## src/rtl/shadow_ctrl_pkg.sv

```systemverilog
// Shared types, region bounds and shadow decode for the slow-RAM shadow controller.
package shadow_ctrl_pkg;

  localparam int unsigned BANK_W   = 8;
  localparam int unsigned ADDR_W   = 16;
  localparam int unsigned DATA_W   = 8;
  localparam int unsigned SHADOW_W = 8;
  localparam int unsigned SADDR_W  = 17;
  localparam int unsigned LEVEL_W  = 5;

  localparam logic [BANK_W-1:0] BANK_00 = 8'h00;
  localparam logic [BANK_W-1:0] BANK_01 = 8'h01;
  localparam logic [BANK_W-1:0] BANK_E0 = 8'hE0;
  localparam logic [BANK_W-1:0] BANK_E1 = 8'hE1;

  localparam logic [ADDR_W-1:0] TEXT1_LO  = 16'h0400;
  localparam logic [ADDR_W-1:0] TEXT1_HI  = 16'h07FF;
  localparam logic [ADDR_W-1:0] TEXT2_LO  = 16'h0800;
  localparam logic [ADDR_W-1:0] TEXT2_HI  = 16'h0BFF;
  localparam logic [ADDR_W-1:0] HIRES1_LO = 16'h2000;
  localparam logic [ADDR_W-1:0] HIRES1_HI = 16'h3FFF;
  localparam logic [ADDR_W-1:0] HIRES2_LO = 16'h4000;
  localparam logic [ADDR_W-1:0] HIRES2_HI = 16'h5FFF;
  localparam logic [ADDR_W-1:0] SHR_LO    = 16'h2000;
  localparam logic [ADDR_W-1:0] SHR_HI    = 16'h9FFF;

  localparam int unsigned SH_TEXT1  = 0;
  localparam int unsigned SH_HIRES1 = 1;
  localparam int unsigned SH_HIRES2 = 2;
  localparam int unsigned SH_SHR    = 3;
  localparam int unsigned SH_AUX    = 4;
  localparam int unsigned SH_TEXT2  = 5;

  typedef enum logic [1:0] {IDLE, DRAIN, WAIT_SLOT, DIRECT} state_e;

  typedef struct packed {
    logic              bank0;
    logic [ADDR_W-1:0] addr;
    logic [DATA_W-1:0] data;
  } shadow_entry_t;

  localparam int unsigned ENTRY_W = $bits(shadow_entry_t);

  function automatic logic in_range(input logic [ADDR_W-1:0] a,
                                    input logic [ADDR_W-1:0] lo,
                                    input logic [ADDR_W-1:0] hi);
    return (a >= lo) && (a <= hi);
  endfunction

  // Bank 01 hires pages also honour aux-hires; SHR window covers bank 01 only.
  function automatic logic is_shadowed(input logic [BANK_W-1:0]   bank,
                                       input logic [ADDR_W-1:0]   addr,
                                       input logic [SHADOW_W-1:0] shadow);
    logic b00;
    logic b01;
    logic aux_ok;
    logic hit;
    b00    = (bank == BANK_00);
    b01    = (bank == BANK_01);
    aux_ok = b00 || !shadow[SH_AUX];
    hit    = (in_range(addr, TEXT1_LO, TEXT1_HI) && !shadow[SH_TEXT1])
          || (in_range(addr, TEXT2_LO, TEXT2_HI) && !shadow[SH_TEXT2])
          || (in_range(addr, HIRES1_LO, HIRES1_HI) && !shadow[SH_HIRES1] && aux_ok)
          || (in_range(addr, HIRES2_LO, HIRES2_HI) && !shadow[SH_HIRES2] && aux_ok)
          || (b01 && in_range(addr, SHR_LO, SHR_HI) && !shadow[SH_SHR]);
    return (b00 || b01) && hit;
  endfunction

endpackage

```

## src/rtl/shadow_ctrl_if.sv

```systemverilog
// CPU-side request and slow-RAM side bus of the shadow controller.
interface shadow_ctrl_if;
  import shadow_ctrl_pkg::*;

  logic                cpu_ce;
  logic [BANK_W-1:0]   bank;
  logic [ADDR_W-1:0]   addr;
  logic [DATA_W-1:0]   dout;
  logic                we;
  logic [SHADOW_W-1:0] shadow;
  logic                cpu_stall;
  logic                sram_ce;
  logic                sram_wr;
  logic [SADDR_W-1:0]  sram_addr;
  logic [DATA_W-1:0]   sram_din;
  logic [LEVEL_W-1:0]  fifo_level;

  modport master (
    output cpu_ce, bank, addr, dout, we, shadow,
    input  cpu_stall, sram_ce, sram_wr, sram_addr, sram_din, fifo_level
  );

  modport slave (
    input  cpu_ce, bank, addr, dout, we, shadow,
    output cpu_stall, sram_ce, sram_wr, sram_addr, sram_din, fifo_level
  );
endinterface

```

## src/rtl/shadow_ctrl_fifo.sv

```systemverilog
// Synchronous FIFO with occupancy output; push into a full FIFO is accepted only alongside a pop.
module shadow_fifo
  import shadow_ctrl_pkg::*;
#(
  parameter int unsigned DEPTH = 4,
  parameter int unsigned WIDTH = ENTRY_W
) (
  input  logic               clk,
  input  logic               rst,
  input  logic               push,
  input  logic [WIDTH-1:0]   din,
  input  logic               pop,
  output logic [WIDTH-1:0]   dout,
  output logic [LEVEL_W-1:0] level,
  output logic               full,
  output logic               empty
);
  localparam int unsigned PTR_W = (DEPTH > 1) ? $clog2(DEPTH) : 1;

  logic [WIDTH-1:0]   mem_q [DEPTH];
  logic [PTR_W-1:0]   wr_ptr_q, wr_ptr_d;
  logic [PTR_W-1:0]   rd_ptr_q, rd_ptr_d;
  logic [LEVEL_W-1:0] level_q, level_d;
  logic               do_push, do_pop;

  assign full  = (level_q == LEVEL_W'(DEPTH));
  assign empty = (level_q == '0);
  assign dout  = mem_q[rd_ptr_q];
  assign level = level_q;

  always_comb begin
    wr_ptr_d = wr_ptr_q;
    rd_ptr_d = rd_ptr_q;
    level_d  = level_q;
    do_pop   = pop && !empty;
    do_push  = push && (!full || do_pop);
    if (do_push) wr_ptr_d = wr_ptr_q + PTR_W'(1);
    if (do_pop)  rd_ptr_d = rd_ptr_q + PTR_W'(1);
    if (do_push && !do_pop)      level_d = level_q + LEVEL_W'(1);
    else if (do_pop && !do_push) level_d = level_q - LEVEL_W'(1);
  end

  always_ff @(posedge clk or posedge rst) begin
    if (rst) begin
      wr_ptr_q <= '0;
      rd_ptr_q <= '0;
      level_q  <= '0;
    end else begin
      wr_ptr_q <= wr_ptr_d;
      rd_ptr_q <= rd_ptr_d;
      level_q  <= level_d;
    end
  end

  always_ff @(posedge clk) begin
    if (do_push) mem_q[wr_ptr_q] <= din;
  end

endmodule

```

## src/rtl/shadow_ctrl.sv

```systemverilog
// Shadows CPU video writes into slow RAM at the slot rate and serialises direct E0/E1 accesses behind them.
module shadow_ctrl
  import shadow_ctrl_pkg::*;
#(
  parameter int unsigned FIFO_DEPTH = 4,
  parameter int unsigned SLOW_DIV   = 14
) (
  input  logic         clk_sys,
  input  logic         reset,
  shadow_ctrl_if.slave bus
);
  localparam int unsigned      CNT_W     = (SLOW_DIV > 1) ? $clog2(SLOW_DIV) : 1;
  localparam logic [CNT_W-1:0] SLOT_LAST = CNT_W'(SLOW_DIV - 1);

  state_e              state_q, state_d;
  logic [CNT_W-1:0]    cnt_q, cnt_d;
  shadow_entry_t       pend_q, pend_d;
  logic                pend_vld_q, pend_vld_d;
  shadow_entry_t       dir_q, dir_d;
  logic                dir_we_q, dir_we_d;
  logic                cpu_stall_q, cpu_stall_d;
  logic                sram_ce_q, sram_ce_d;
  logic                sram_wr_q, sram_wr_d;
  logic [SADDR_W-1:0]  sram_addr_q, sram_addr_d;
  logic [DATA_W-1:0]   sram_din_q, sram_din_d;

  logic                fifo_push, fifo_pop, fifo_full, fifo_empty;
  shadow_entry_t       fifo_din, fifo_dout;
  logic [LEVEL_W-1:0]  fifo_level;

  logic                slot_edge, shadow_wr, direct_req;
  shadow_entry_t       cpu_entry;

  always_comb begin
    slot_edge       = (cnt_q == SLOT_LAST);
    cpu_entry.bank0 = bus.bank[0];
    cpu_entry.addr  = bus.addr;
    cpu_entry.data  = bus.dout;
    shadow_wr       = bus.cpu_ce && bus.we && is_shadowed(bus.bank, bus.addr, bus.shadow);
    direct_req      = bus.cpu_ce && ((bus.bank == BANK_E0) || (bus.bank == BANK_E1));
  end

  always_comb begin
    state_d     = state_q;
    cnt_d       = slot_edge ? '0 : cnt_q + CNT_W'(1);
    pend_d      = pend_q;
    pend_vld_d  = pend_vld_q;
    dir_d       = dir_q;
    dir_we_d    = dir_we_q;
    sram_ce_d   = 1'b0;
    sram_wr_d   = 1'b0;
    sram_addr_d = sram_addr_q;
    sram_din_d  = sram_din_q;
    fifo_push   = 1'b0;
    fifo_din    = cpu_entry;
    // WAIT_SLOT owns its slot for the direct access, so no drain there.
    fifo_pop    = slot_edge && !fifo_empty && (state_q != WAIT_SLOT);

    if (fifo_pop) begin
      sram_ce_d   = 1'b1;
      sram_wr_d   = 1'b1;
      sram_addr_d = {fifo_dout.bank0, fifo_dout.addr};
      sram_din_d  = fifo_dout.data;
    end

    // A parked entry only exists while the CPU is stalled, so it never races a new write.
    if (pend_vld_q) begin
      fifo_din = pend_q;
      if (!fifo_full || fifo_pop) begin
        fifo_push  = 1'b1;
        pend_vld_d = 1'b0;
      end
    end else if (shadow_wr) begin
      if (!fifo_full || fifo_pop) begin
        fifo_push = 1'b1;
      end else begin
        pend_d     = cpu_entry;
        pend_vld_d = 1'b1;
      end
    end

    case (state_q)
      IDLE: begin
        if (direct_req) begin
          dir_d    = cpu_entry;
          dir_we_d = bus.we;
          state_d  = (!fifo_empty || pend_vld_q) ? DRAIN : WAIT_SLOT;
        end
      end
      DRAIN: begin
        if (fifo_empty && !pend_vld_q) state_d = WAIT_SLOT;
      end
      WAIT_SLOT: begin
        if (slot_edge) begin
          state_d     = DIRECT;
          sram_ce_d   = 1'b1;
          sram_wr_d   = dir_we_q;
          sram_addr_d = {dir_q.bank0, dir_q.addr};
          sram_din_d  = dir_q.data;
        end
      end
      DIRECT:  state_d = IDLE;
      default: state_d = IDLE;
    endcase

    cpu_stall_d = pend_vld_d || (state_d != IDLE);
  end

  always_ff @(posedge clk_sys or posedge reset) begin
    if (reset) begin
      state_q     <= IDLE;
      cnt_q       <= '0;
      pend_q      <= '0;
      pend_vld_q  <= 1'b0;
      dir_q       <= '0;
      dir_we_q    <= 1'b0;
      cpu_stall_q <= 1'b0;
      sram_ce_q   <= 1'b0;
      sram_wr_q   <= 1'b0;
      sram_addr_q <= '0;
      sram_din_q  <= '0;
    end else begin
      state_q     <= state_d;
      cnt_q       <= cnt_d;
      pend_q      <= pend_d;
      pend_vld_q  <= pend_vld_d;
      dir_q       <= dir_d;
      dir_we_q    <= dir_we_d;
      cpu_stall_q <= cpu_stall_d;
      sram_ce_q   <= sram_ce_d;
      sram_wr_q   <= sram_wr_d;
      sram_addr_q <= sram_addr_d;
      sram_din_q  <= sram_din_d;
    end
  end

  shadow_fifo #(
    .DEPTH (FIFO_DEPTH),
    .WIDTH (ENTRY_W)
  ) u_fifo (
    .clk   (clk_sys),
    .rst   (reset),
    .push  (fifo_push),
    .din   (fifo_din),
    .pop   (fifo_pop),
    .dout  (fifo_dout),
    .level (fifo_level),
    .full  (fifo_full),
    .empty (fifo_empty)
  );

  assign bus.cpu_stall  = cpu_stall_q;
  assign bus.sram_ce    = sram_ce_q;
  assign bus.sram_wr    = sram_wr_q;
  assign bus.sram_addr  = sram_addr_q;
  assign bus.sram_din   = sram_din_q;
  assign bus.fifo_level = fifo_level;

endmodule

```

## src/flat_wrapper.sv

```systemverilog
// flat-port wrapper written by rule: the top's interface ports become plain ports
module shadow_ctrl_flat import shadow_ctrl_pkg::*;
#(
  parameter int unsigned FIFO_DEPTH = 4,
  parameter int unsigned SLOW_DIV   = 14
)
  (clk_sys, reset, bus_cpu_ce, bus_bank, bus_addr, bus_dout, bus_we, bus_shadow, bus_cpu_stall, bus_sram_ce, bus_sram_wr, bus_sram_addr, bus_sram_din, bus_fifo_level);
  shadow_ctrl_if bus_i ();
  input  logic clk_sys;
  input  logic reset;
  input wire logic [$bits(bus_i.cpu_ce)-1:0] bus_cpu_ce;
  input wire logic [$bits(bus_i.bank)-1:0] bus_bank;
  input wire logic [$bits(bus_i.addr)-1:0] bus_addr;
  input wire logic [$bits(bus_i.dout)-1:0] bus_dout;
  input wire logic [$bits(bus_i.we)-1:0] bus_we;
  input wire logic [$bits(bus_i.shadow)-1:0] bus_shadow;
  output wire logic [$bits(bus_i.cpu_stall)-1:0] bus_cpu_stall;
  output wire logic [$bits(bus_i.sram_ce)-1:0] bus_sram_ce;
  output wire logic [$bits(bus_i.sram_wr)-1:0] bus_sram_wr;
  output wire logic [$bits(bus_i.sram_addr)-1:0] bus_sram_addr;
  output wire logic [$bits(bus_i.sram_din)-1:0] bus_sram_din;
  output wire logic [$bits(bus_i.fifo_level)-1:0] bus_fifo_level;
  assign bus_i.cpu_ce = bus_cpu_ce;
  assign bus_i.bank = bus_bank;
  assign bus_i.addr = bus_addr;
  assign bus_i.dout = bus_dout;
  assign bus_i.we = bus_we;
  assign bus_i.shadow = bus_shadow;
  assign bus_cpu_stall = bus_i.cpu_stall;
  assign bus_sram_ce = bus_i.sram_ce;
  assign bus_sram_wr = bus_i.sram_wr;
  assign bus_sram_addr = bus_i.sram_addr;
  assign bus_sram_din = bus_i.sram_din;
  assign bus_fifo_level = bus_i.fifo_level;
  shadow_ctrl #(.FIFO_DEPTH(FIFO_DEPTH), .SLOW_DIV(SLOW_DIV)) u_core (.clk_sys(clk_sys), .reset(reset), .bus(bus_i));
endmodule
```

## config.mk

```make
export PLATFORM = sky130hd
export DESIGN_NAME = shadow_ctrl_flat
export DESIGN_NICKNAME = d
export VERILOG_FILES = /design/src/rtl/shadow_ctrl_pkg.sv /design/src/rtl/shadow_ctrl_if.sv /design/src/rtl/shadow_ctrl_fifo.sv /design/src/rtl/shadow_ctrl.sv /design/src/flat_wrapper.sv
export SDC_FILE = /design/constraint.sdc
export NUM_CORES = 1
export LEC_CHECK = 0
export BUFFER_PORTS_ARGS = -buffer_cell sky130_fd_sc_hd__clkbuf_2
export CELL_PAD_IN_SITES_DETAIL_PLACEMENT = 0
export CELL_PAD_IN_SITES_GLOBAL_PLACEMENT = 1
export CORE_UTILIZATION = 40
export DETAILED_ROUTE_END_ITERATION = 10
export PLACE_DENSITY_LB_ADDON = 0.1
export SLEW_MARGIN = 10
export SYNTH_ARGS = -nofsm -noshare
export SYNTH_HDL_FRONTEND = slang
export SYNTH_SLANG_ARGS = --single-unit
```

## constraint.sdc

```tcl
create_clock -name clk_sys -period 3.4 [get_ports clk_sys]
set_input_delay 0.68 -clock clk_sys [delete_from_list [all_inputs] [get_ports clk_sys]]
set_output_delay 0.68 -clock clk_sys [all_outputs]
set_load 0.005 [all_outputs]
```

==> flow_summary.toml, run 1 <==
[status]
status = "complete, no violations"

[hold_path]
min_path_type = "input port to async pin"

[synth]
synth_edf_count = 100
yosysSeqAreaShare_pct = 66.4
synth_cell_type_count = 43
syn_area_um2 = 8100
ys_ff_latch = 195
ys.flop_type = "edfxtp_1"
yosysWarnings = 0
syn_nets = 551
async_reset_ff_share_pct = 48.7
synthCells = 498
avgSynthCellArea_um2 = 16.3

[global_route]
grt_first_pass_wirelength_um = 26700
antenna_found_initial = 0
grt_overflow = 0
grt_max_degree = 55
grt_use_total_pct = 17.8
grt_pass1_vias = 4664

[sta]
setup_viol = 0
rsz0062_at_grt = "false"
slew_headroom_pct = 40.0
finalMaxSlewViolations = 0
period_needed_ns = 2.88
fin_ws_ns = 0.524
finalCritPeriodShare_pct = 84.6
fin_tns_setup_ns = 0
max_freq_mhz = 348
worst_clock_skew_ns = 0.0134
tightest_slew_ns = 0.898
hold_viol = 0

[cts]
cts_buffers = 17
htree_levels = 4
cts-root-buf = "clkbuf_16"
holdBufCountCts = 0
cts_num_sinks = 195
path_clk_slew_ns = 0.07
cts_setup_buffers = 0
cts_tree = "done"
cts_resized = 0
clockBufferDepth = 2
clock_latency_ns = 0.43

[run]
max_cap_viol_count = 0

[routing]
drt_pass1_iterations = 4
wirelength_um = 16800
via_count = 4455
final_antenna_net_count = 0
drc = 0
drt_iter0_markers = 200
vias_per_cell = 5.14
wl_per_cell_um = 19.4

[pwr]
clock_power_share_pct = 36.6
powerDensity_nw_per_um2 = 543
switchingPower_mw = 1.32
leakagePower_nw = 4.03
ir_drop_uv = 322
pwr-share-seq_pct = 52.0
power.total_mw = 5.13
p_int_mw = 3.81
switching_share_pct = 25.7
combinationalPowerShare_pct = 11.5

[setup_path]
critPathCaptureType = "flop"
crit_family = "simple AND/OR/NAND/NOR gates"
critPathKind = "flop to flop"
cp_cell_sequence = "nand4b_1, buf_4, nor2_1, nand2_1, ha_1, inv_1, ha_1, a21o_1, a21oi_1, xnor2_1, nor2_1, xor2_1"
critical_path_depth = 12
cp.arrival_ns = 3.19
critical-path-max-stage-delay_ns = 0.42
path_buf_inv = 2
required_ns = 3.71
startpoint_type = "flop"
path_max_fanout = 15
cpMaxStageDelayCell = "dfrtp_1"
r2r_cells = 12

[die]
die_w_um = 144
rows = 51
io_pins = 77
initial_core_util_pct = 41.2
die_y_um = 144
die_area_um2 = 20800
core-area_um2 = 19700

[placed_design]
hpwl_um = 10700
portBuffers = 74
dp_worst_setup_slack_ns = 0.104
place_congestion = 0.771

[layout]
layout_commonest_cell = "edfxtp_1"
fin_nets = 642
layout_common_cells = "edfxtp_1 (100), dfrtp_1 (94), clkbuf_2 (74)"
drive_gt1_share_pct = 40.5
areaGrowthSynthToFinish_pct = 16.6
antenna_cells = 0
[per-layer routing]
layer / GRT usage (%) / wire length [um] / share of wire (%)
met5: 0 / 0 / 0
met4: 4.43 / 115 / 0.68
met3: 3.91 / 644 / 3.8
met2: 29.3 / 8300 / 49
met1: 23.9 / 7730 / 46
[per-stage QoR]
step	instances	cell area (um2)	hold WS, ns	util [%]
final	867	9440	0.365	48.0
after global routing	867	9440	0.435	48.0
after CTS	867	9440	0.399	48.0
after detailed placement	835	8890	0.470	45.2
after global placement	835	8890	0.463	45.2
after floorplan	498	8100	0.461	-
[power groups by stage]
stage / Sequential [mW] / Clock [mW] / Combinational, mW
2_1_floorplan: 2.70 / 0 / 0.384
3_3_place_gp: 2.72 / 0 / 0.590
3_5_place_dp: 2.72 / 0 / 0.602
4_1_cts: 2.67 / 1.93 / 0.604
5_1_grt: 2.69 / 2.03 / 0.667
6_report: 2.67 / 1.88 / 0.588
[registers in the layout, summed over array words and instances (netlist names)]
| register | cells |
|---|---|
| u_core.bus.cpu_stall | 1 |
| u_core.dir_we_q | 1 |
| u_core.pend_vld_q | 1 |
| u_core.bus.sram_ce | 1 |
| u_core.bus.sram_din | 8 |
| u_core.u_fifo.wr_ptr_q | 2 |
| u_core.u_fifo.mem_q | 100 |
| u_core.u_fifo.rd_ptr_q | 2 |
| u_core.pend_q | 25 |
| u_core.dir_q | 25 |
| u_core.bus.sram_addr | 17 |
| u_core.bus.sram_wr | 1 |
| u_core.cnt_q | 4 |
| u_core.state_q | 2 |
| u_core.u_fifo.level | 5 |
[path summary, 6_finish.rpt]
check	startpoint	end	slack [ns]
max reg2reg	u_core.cnt_q[1]	u_core.u_fifo.level[4]	0.52
max	u_core.cnt_q[1]	u_core.u_fifo.level[4]	0.52
max in group asynchronous	reset	u_core.pend_q[14]	2.25
min in group clk_sys	u_core.bus.sram_addr[15]	u_core.bus.sram_addr[15]	0.48
min reg2reg	u_core.bus.sram_addr[15]	u_core.bus.sram_addr[15]	0.48
min	reset	u_core.bus.sram_din[5]	0.36
[area by class of cell]
| cell class | count | area [um2] |
|---|---|---|
| multi-input cells | 264 | 2560 |
| inverters | 13 | 51.3 |
| clock inverters | 14 | 124 |
| fillers | 1718 | 10200 |
| well taps | 265 | 332 |
| clock buffers | 18 | 429 |
| flip-flops and latches | 195 | 5380 |
| repair buffers | 98 | 563 |
[synthesized netlist by cell type, types with 2 or more instances]
cell,n,area (um2)
buf_2,9,45.0
nand2_1,36,135
xor2_1,2,17.5
nand4b_1,2,17.5
mux2_2,58,653
nor3b_1,4,30.0
a21oi_1,5,25.0
nand2b_1,3,18.8
nand4_1,2,12.5
a22oi_1,25,188
xnor2_1,6,52.6
edfxtp_1,100,3000
dfrtp_1,95,2380
nor2_1,12,45.0
buf_1,3,11.3
mux2_4,20,300
buf_6,2,22.5
o21ai_1,4,20.0
a21o_1,4,30.0
clkbuf_1,11,41.3
nand3_1,2,10.0
mux4_2,25,563
o21ai_0,29,145
inv_1,13,48.8
ha_1,8,100
[kinds of logic after synthesis]
group,share of synthesized area (%)
buffers and inverters,2.18
flip-flops,66.4
multiplexers,18.9
XOR/XNOR,0.865
adder cells (fa/ha/maj),1.48
AND/OR/NAND/NOR,4.50
AO/OA/AOI/OAI,5.69
Note: power is estimated with default switching activity, not from simulation.
==> run 2, diff against run 1 <==
- clock period: 3.4 -> 2.8 ns (I/O delays scaled with it)
==> run 2 against run 1 <==
  * Cell area grew 2.5%
  * Non-clock buffer count grew 15
  * Combinational power grew 30%
  * Critical path type unchanged
  * Via count grew 1.6%
  * Cell count grew 1.7%
  * Wire length grew 3.0%
  * Flip-flop and latch count is the same
  * Critical path depth grew 1
  * Critical endpoint unchanged
  * Clock skew grew 0.0018 ns
==> flow_summary.toml, run 2 (synthesis gave the netlist of run 1 again) <==
[placed_design]
dp_worst_setup_slack_ns = -0.193
hpwl_um = 10700
portBuffers = 74
placed_cell_area_um2 = 9040
place_congestion = 0.747

[cts]
path_clk_slew_ns = 0.07
cts-root-buf = "clkbuf_16"
cts_num_sinks = 195
cts_tree = "done"
cts_buffers = 17
cts_setup_buffers = 0
holdBufCountCts = 0
clock_latency_ns = 0.43
clockBufferDepth = 2
htree_levels = 4
cts_resized = 0

[setup_path]
timing.rr.end = "u_core.u_fifo.level[4]"
r2r_cells = 13
path_max_fanout = 6
critPathKind = "flop to flop"
cp.arrival_ns = 2.91
r2r_slack_ns = 0.19
startpoint_type = "flop"
crit_end = "u_core.u_fifo.level[4]"
cp-startpoint = "u_core.cnt_q[0]"
critPathCaptureType = "flop"
required_ns = 3.11
r2r_start = "u_core.cnt_q[0]"

[layout]
registers.top_by_ff_count = "u_core.u_fifo.mem_q"
largest_register_ffs = 100
fin_area_um2 = 9680
areaGrowthSynthToFinish_pct = 19.5
multi_input_area_um2 = 2570
layout_common_cells = "edfxtp_1 (100), dfrtp_1 (94), clkbuf_2 (74)"
largestRegisters = "u_core.u_fifo.mem_q: 100 flops, u_core.dir_q: 25 flops, u_core.pend_q: 25 flops"
fin_nets = 657
final_core_util_pct = 49.2
drive_gt1_share_pct = 42.1
n_fill_cell = 1708
layout_commonest_cell = "edfxtp_1"
antenna_cells = 0
register_area_um2 = 5380

[sta]
slew_headroom_pct = 56.9
finalCritPeriodShare_pct = 93.0
period_needed_ns = 2.61
fin_ws_ns = 0.195
max_freq_mhz = 384
hold_viol = 0
finalMaxSlewViolations = 0
holdWs_ns = 0.273
setup_viol = 0
rsz0062_at_grt = "false"
worst_clock_skew_ns = 0.0152
tightest_slew_ns = 0.647

[pwr]
powerDensity_nw_per_um2 = 678
ir_drop_uv = 386
leakagePower_nw = 4.15

[global_route]
grt_util_met3_pct = 3.38
busiest_layer = "met2"
grt_max_degree = 96
grtUsageMet1_pct = 25.1
grt_pass1_vias = 4787
grt_first_pass_wirelength_um = 27000
antenna_found_initial = 0
grt_use_total_pct = 18.1
gr-usage-met2_pct = 28.6
grt_overflow = 0

[die]
rows = 51
initial_core_util_pct = 41.2
die_w_um = 144
die_y_um = 144
core-area_um2 = 19700
io_pins = 77
die_area_um2 = 20800

[routing]
via_count = 4528
drt_iter0_markers = 260
wl_per_cell_um = 19.6
vias_per_cell = 5.13
wirelength_um = 17300
drt_pass1_iterations = 4
drc = 0
final_antenna_net_count = 0

[run]
max_cap_viol_count = 0

[status]
status = "complete, no violations"

[hold_path]
min_path_type = "input port to async pin"
## run 2: cell types whose count changed in the layout (fill, tap and decap cells not counted), moves of 3 or more
cell       change
buf_4         +12
clkbuf_1       +3
clkbuf_16      +3
clkinv_4       -3
## run 2: how the worst min path moves through the flow
stage / cells past startpoint / end / from / slack [ns]
2_1_floorplan: 2 / u_core.bus.sram_wr / u_core.dir_we_q / 0.46
3_3_place_gp: 2 / u_core.bus.sram_din[4] / u_core.bus.sram_din[4] / 0.46
3_5_place_dp: 2 / u_core.bus.sram_addr[14] / u_core.bus.sram_addr[14] / 0.47
4_1_cts: 3 / u_core.bus.sram_din[0] / reset / 0.30
5_1_grt: 3 / u_core.bus.sram_din[0] / reset / 0.33
6_report: 3 / u_core.bus.sram_din[0] / reset / 0.27
## run 2: metrics by stage
stage,instances,total power [mW],setup TNS [ns]
after floorplan,498,3.75,-3.02
after global placement,850,4.06,-0.257
after detailed placement,850,4.08,-0.371
after CTS,882,6.65,0
after global routing,882,6.85,0
final,882,6.56,0
## run 2: final cells by class
type | count | area share [%]
flip-flops and latches | 195 | 55.6
multi-input cells | 264 | 26.6
repair buffers | 113 | 7.28
clock buffers | 26 | 5.61
well taps | 265 | 3.43
clock inverters | 6 | 0.918
inverters | 13 | 0.543
## run 2: routing by layer
metal | vias up | wire length [um]
met2 | 90 | 8330
met4 | 0 | 99
met1 | 2348 | 8230
li1 | 2083 | -
met3 | 7 | 635
met5 | - | 0
## run 2: power breakdown
part	switching (mW)	leakage [nW]	total [mW]	internal, mW
Clock	1.02	0.303	2.55	1.53
Combinational	0.390	1.72	0.764	0.374
Sequential	0.119	2.12	3.25	3.13
## run 2: critical path, cell delays in order (launching register included)
cell	delay, ns
dfrtp_1	0.43
nand4b_1	0.19
o211a_1	0.29
a21oi_2	0.15
o21ai_4	0.08
inv_1	0.07
ha_1	0.18
inv_2	0.07
fa_1	0.39
a21o_1	0.18
a21oi_2	0.14
xnor2_1	0.12
nor2_1	0.06
xor2_1	0.15
==> run 3, diff against run 2 <==
==> constraint.sdc (replaced) <==
create_clock -name clk_sys -period 2.8 [get_ports clk_sys]
set_input_delay 0.28 -clock clk_sys [delete_from_list [all_inputs] [get_ports clk_sys]]
set_output_delay 0.28 -clock clk_sys [all_outputs]
set_load 0.005 [all_outputs]
==> run 3 against run 2 <==
  * Worst setup slack better by 0.00064 ns
  * First-iteration DRC count down 15%
  * Power shrank 3.3%
  * Non-clock buffer count decreased by 1
  * Maximum frequency about the same
  * Largest power group unchanged
  * Combinational power shrank 2%
  * Worst hold slack got worse by 0.17 ns
  * Sequential power barely moved
  * Flip-flop and latch count unchanged
==> flow_summary.toml, run 3 (synthesis gave the netlist of run 1 again) <==
[routing]
drt_iter0_markers = 221
wl_per_cell_um = 19.2
final_antenna_net_count = 0
drc = 0
drt_pass1_iterations = 4
via_count = 4525
wl_met1_um = 7800
wl_met2_um = 8370
wl_met3_um = 561
top_layer = "met4"
wirelength_um = 16900
vias_per_cell = 5.14

[setup_path]
critical-path-max-stage-delay_ns = 0.39
critical_path_depth = 13
r2r_start = "u_core.cnt_q[1]"
required_ns = 3.11
cp.arrival_ns = 2.91
timing.rr.end = "u_core.u_fifo.level[4]"
cp_cell_sequence = "nand4b_1, o211a_1, a21oi_2, o21ai_2, inv_1, ha_1, inv_2, fa_1, a21o_1, a21oi_1, xnor2_1, nor2_1, xor2_1"
critPathKind = "flop to flop"
cpMaxStageDelayCell = "fa_1"
path_max_fanout = 3
crit_family = "compound AO/OA/AOI/OAI gates"
path_buf_inv = 2
r2r_cells = 13
critPathCaptureType = "flop"
r2r_slack_ns = 0.20
startpoint_type = "flop"

[global_route]
grt_overflow = 0
grt_max_degree = 41
grt_pass1_vias = 4661
antenna_found_initial = 0
grt_use_total_pct = 17.7
grt_first_pass_wirelength_um = 26400

[cts]
path_clk_slew_ns = 0.07
cts_tree = "done"
cts_num_sinks = 195
htree_levels = 4
cts_buffers = 17
cts-root-buf = "clkbuf_16"
clockBufferDepth = 2
clock_latency_ns = 0.43

[layout]
finalNonFillerCells = 881
largest_register_ffs = 100
antenna_cells = 0
drive_gt1_share_pct = 42.0
layout_commonest_cell = "edfxtp_1"
register_area_um2 = 5380
layout_common_cells = "edfxtp_1 (100), dfrtp_1 (94), clkbuf_2 (74)"
fin_area_um2 = 9600
n_fill_cell = 1744
final_core_util_pct = 48.8
multi_input_area_um2 = 2560
fin_nets = 656
areaGrowthSynthToFinish_pct = 18.5
largestRegisters = "u_core.u_fifo.mem_q: 100 flops, u_core.dir_q: 25 flops, u_core.pend_q: 25 flops"
registers.top_by_ff_count = "u_core.u_fifo.mem_q"

[run]
max_cap_viol_count = 0

[sta]
hold_viol = 0
rsz0062_at_grt = "false"
setup_viol = 0
finalMaxSlewViolations = 0
max_freq_mhz = 384
slew_headroom_pct = 60.7
worst_clock_skew_ns = 0.0131
period_needed_ns = 2.60
finalCritPeriodShare_pct = 93.0
tightest_slew_ns = 0.590

[pwr]
leakagePower_nw = 4.11
ir_drop_uv = 380
powerDensity_nw_per_um2 = 661

[die]
rows = 51
die_y_um = 144
die_w_um = 144
initial_core_util_pct = 41.2
die_area_um2 = 20800
io_pins = 77
core-area_um2 = 19700

[placed_design]
hpwl_um = 10500
place_congestion = 0.792
placed_cell_area_um2 = 8990
portBuffers = 74
dp_cells = 846

[hold_path]
min_to = "u_core.dir_we_q"
hold_start = "bus_we"
hold_depth = 2
min_path_type = "input port to flop"

[status]
status = "complete, no violations"
run 3: routing by layer:
metal	track usage [%]	vias to the layer above
li1	-	2083
met1	23.1	2345
met2	29.5	83
met3	3.84	14
met4	5.15	0
met5	0	-
run 3: power by group:
| group | internal (mW) | leakage, nW | switching, mW | total, mW |
|---|---|---|---|---|
| sequential | 3.13 | 2.12 | 0.108 | 3.23 |
| combinational | 0.364 | 1.71 | 0.388 | 0.752 |
| clock | 1.26 | 0.274 | 1.10 | 2.35 |
| total | 4.75 | 4.11 | 1.59 | 6.34 |
run 3: final cells by class:
class / instances / share of cell area (%)
Timing Repair Buffer: 112 / 7.25
Clock buffer: 18 / 4.47
Inverter: 13 / 0.535
Sequential cell: 195 / 56.1
Multi-Input combinational cell: 264 / 26.7
Clock inverter: 14 / 1.55
Tap cell: 265 / 3.46
run 3: through the flow:
stage | total power [mW] | TNS [ns] | hold WS [ns] | setup slack [ns]
2_1_floorplan | 3.74 | 0 | 0.429 | 0.0386
3_3_place_gp | 4.04 | 0 | 0.354 | 0.0269
3_5_place_dp | 4.06 | -0.0559 | 0.364 | -0.0367
4_1_cts | 6.43 | 0 | 0.0862 | 0.111
5_1_grt | 6.62 | 0 | 0.0856 | 0.0150
6_report | 6.34 | 0 | 0.103 | 0.195
run 3: how the worst max path moves through the flow:
stage          slack, ns                    from                endpoint
6_report            0.20         u_core.cnt_q[1]  u_core.u_fifo.level[4]
5_1_grt             0.02         u_core.cnt_q[1]  u_core.u_fifo.level[4]
4_1_cts             0.11  u_core.u_fifo.level[1]  u_core.u_fifo.level[3]
3_5_place_dp       -0.04            bus_addr[13]  u_core.u_fifo.level[3]
3_3_place_gp        0.03            bus_addr[13]  u_core.u_fifo.level[4]
2_1_floorplan       0.04                   reset    u_core.bus.cpu_stall
run 3: repair_timing:
item,4_1_cts,5_1_grt
buffers inserted,0,2
endpoints found under the hold margin,37,0
resized for setup,0,2
endpoints found under the setup margin,0,2
hold buffers,1,0
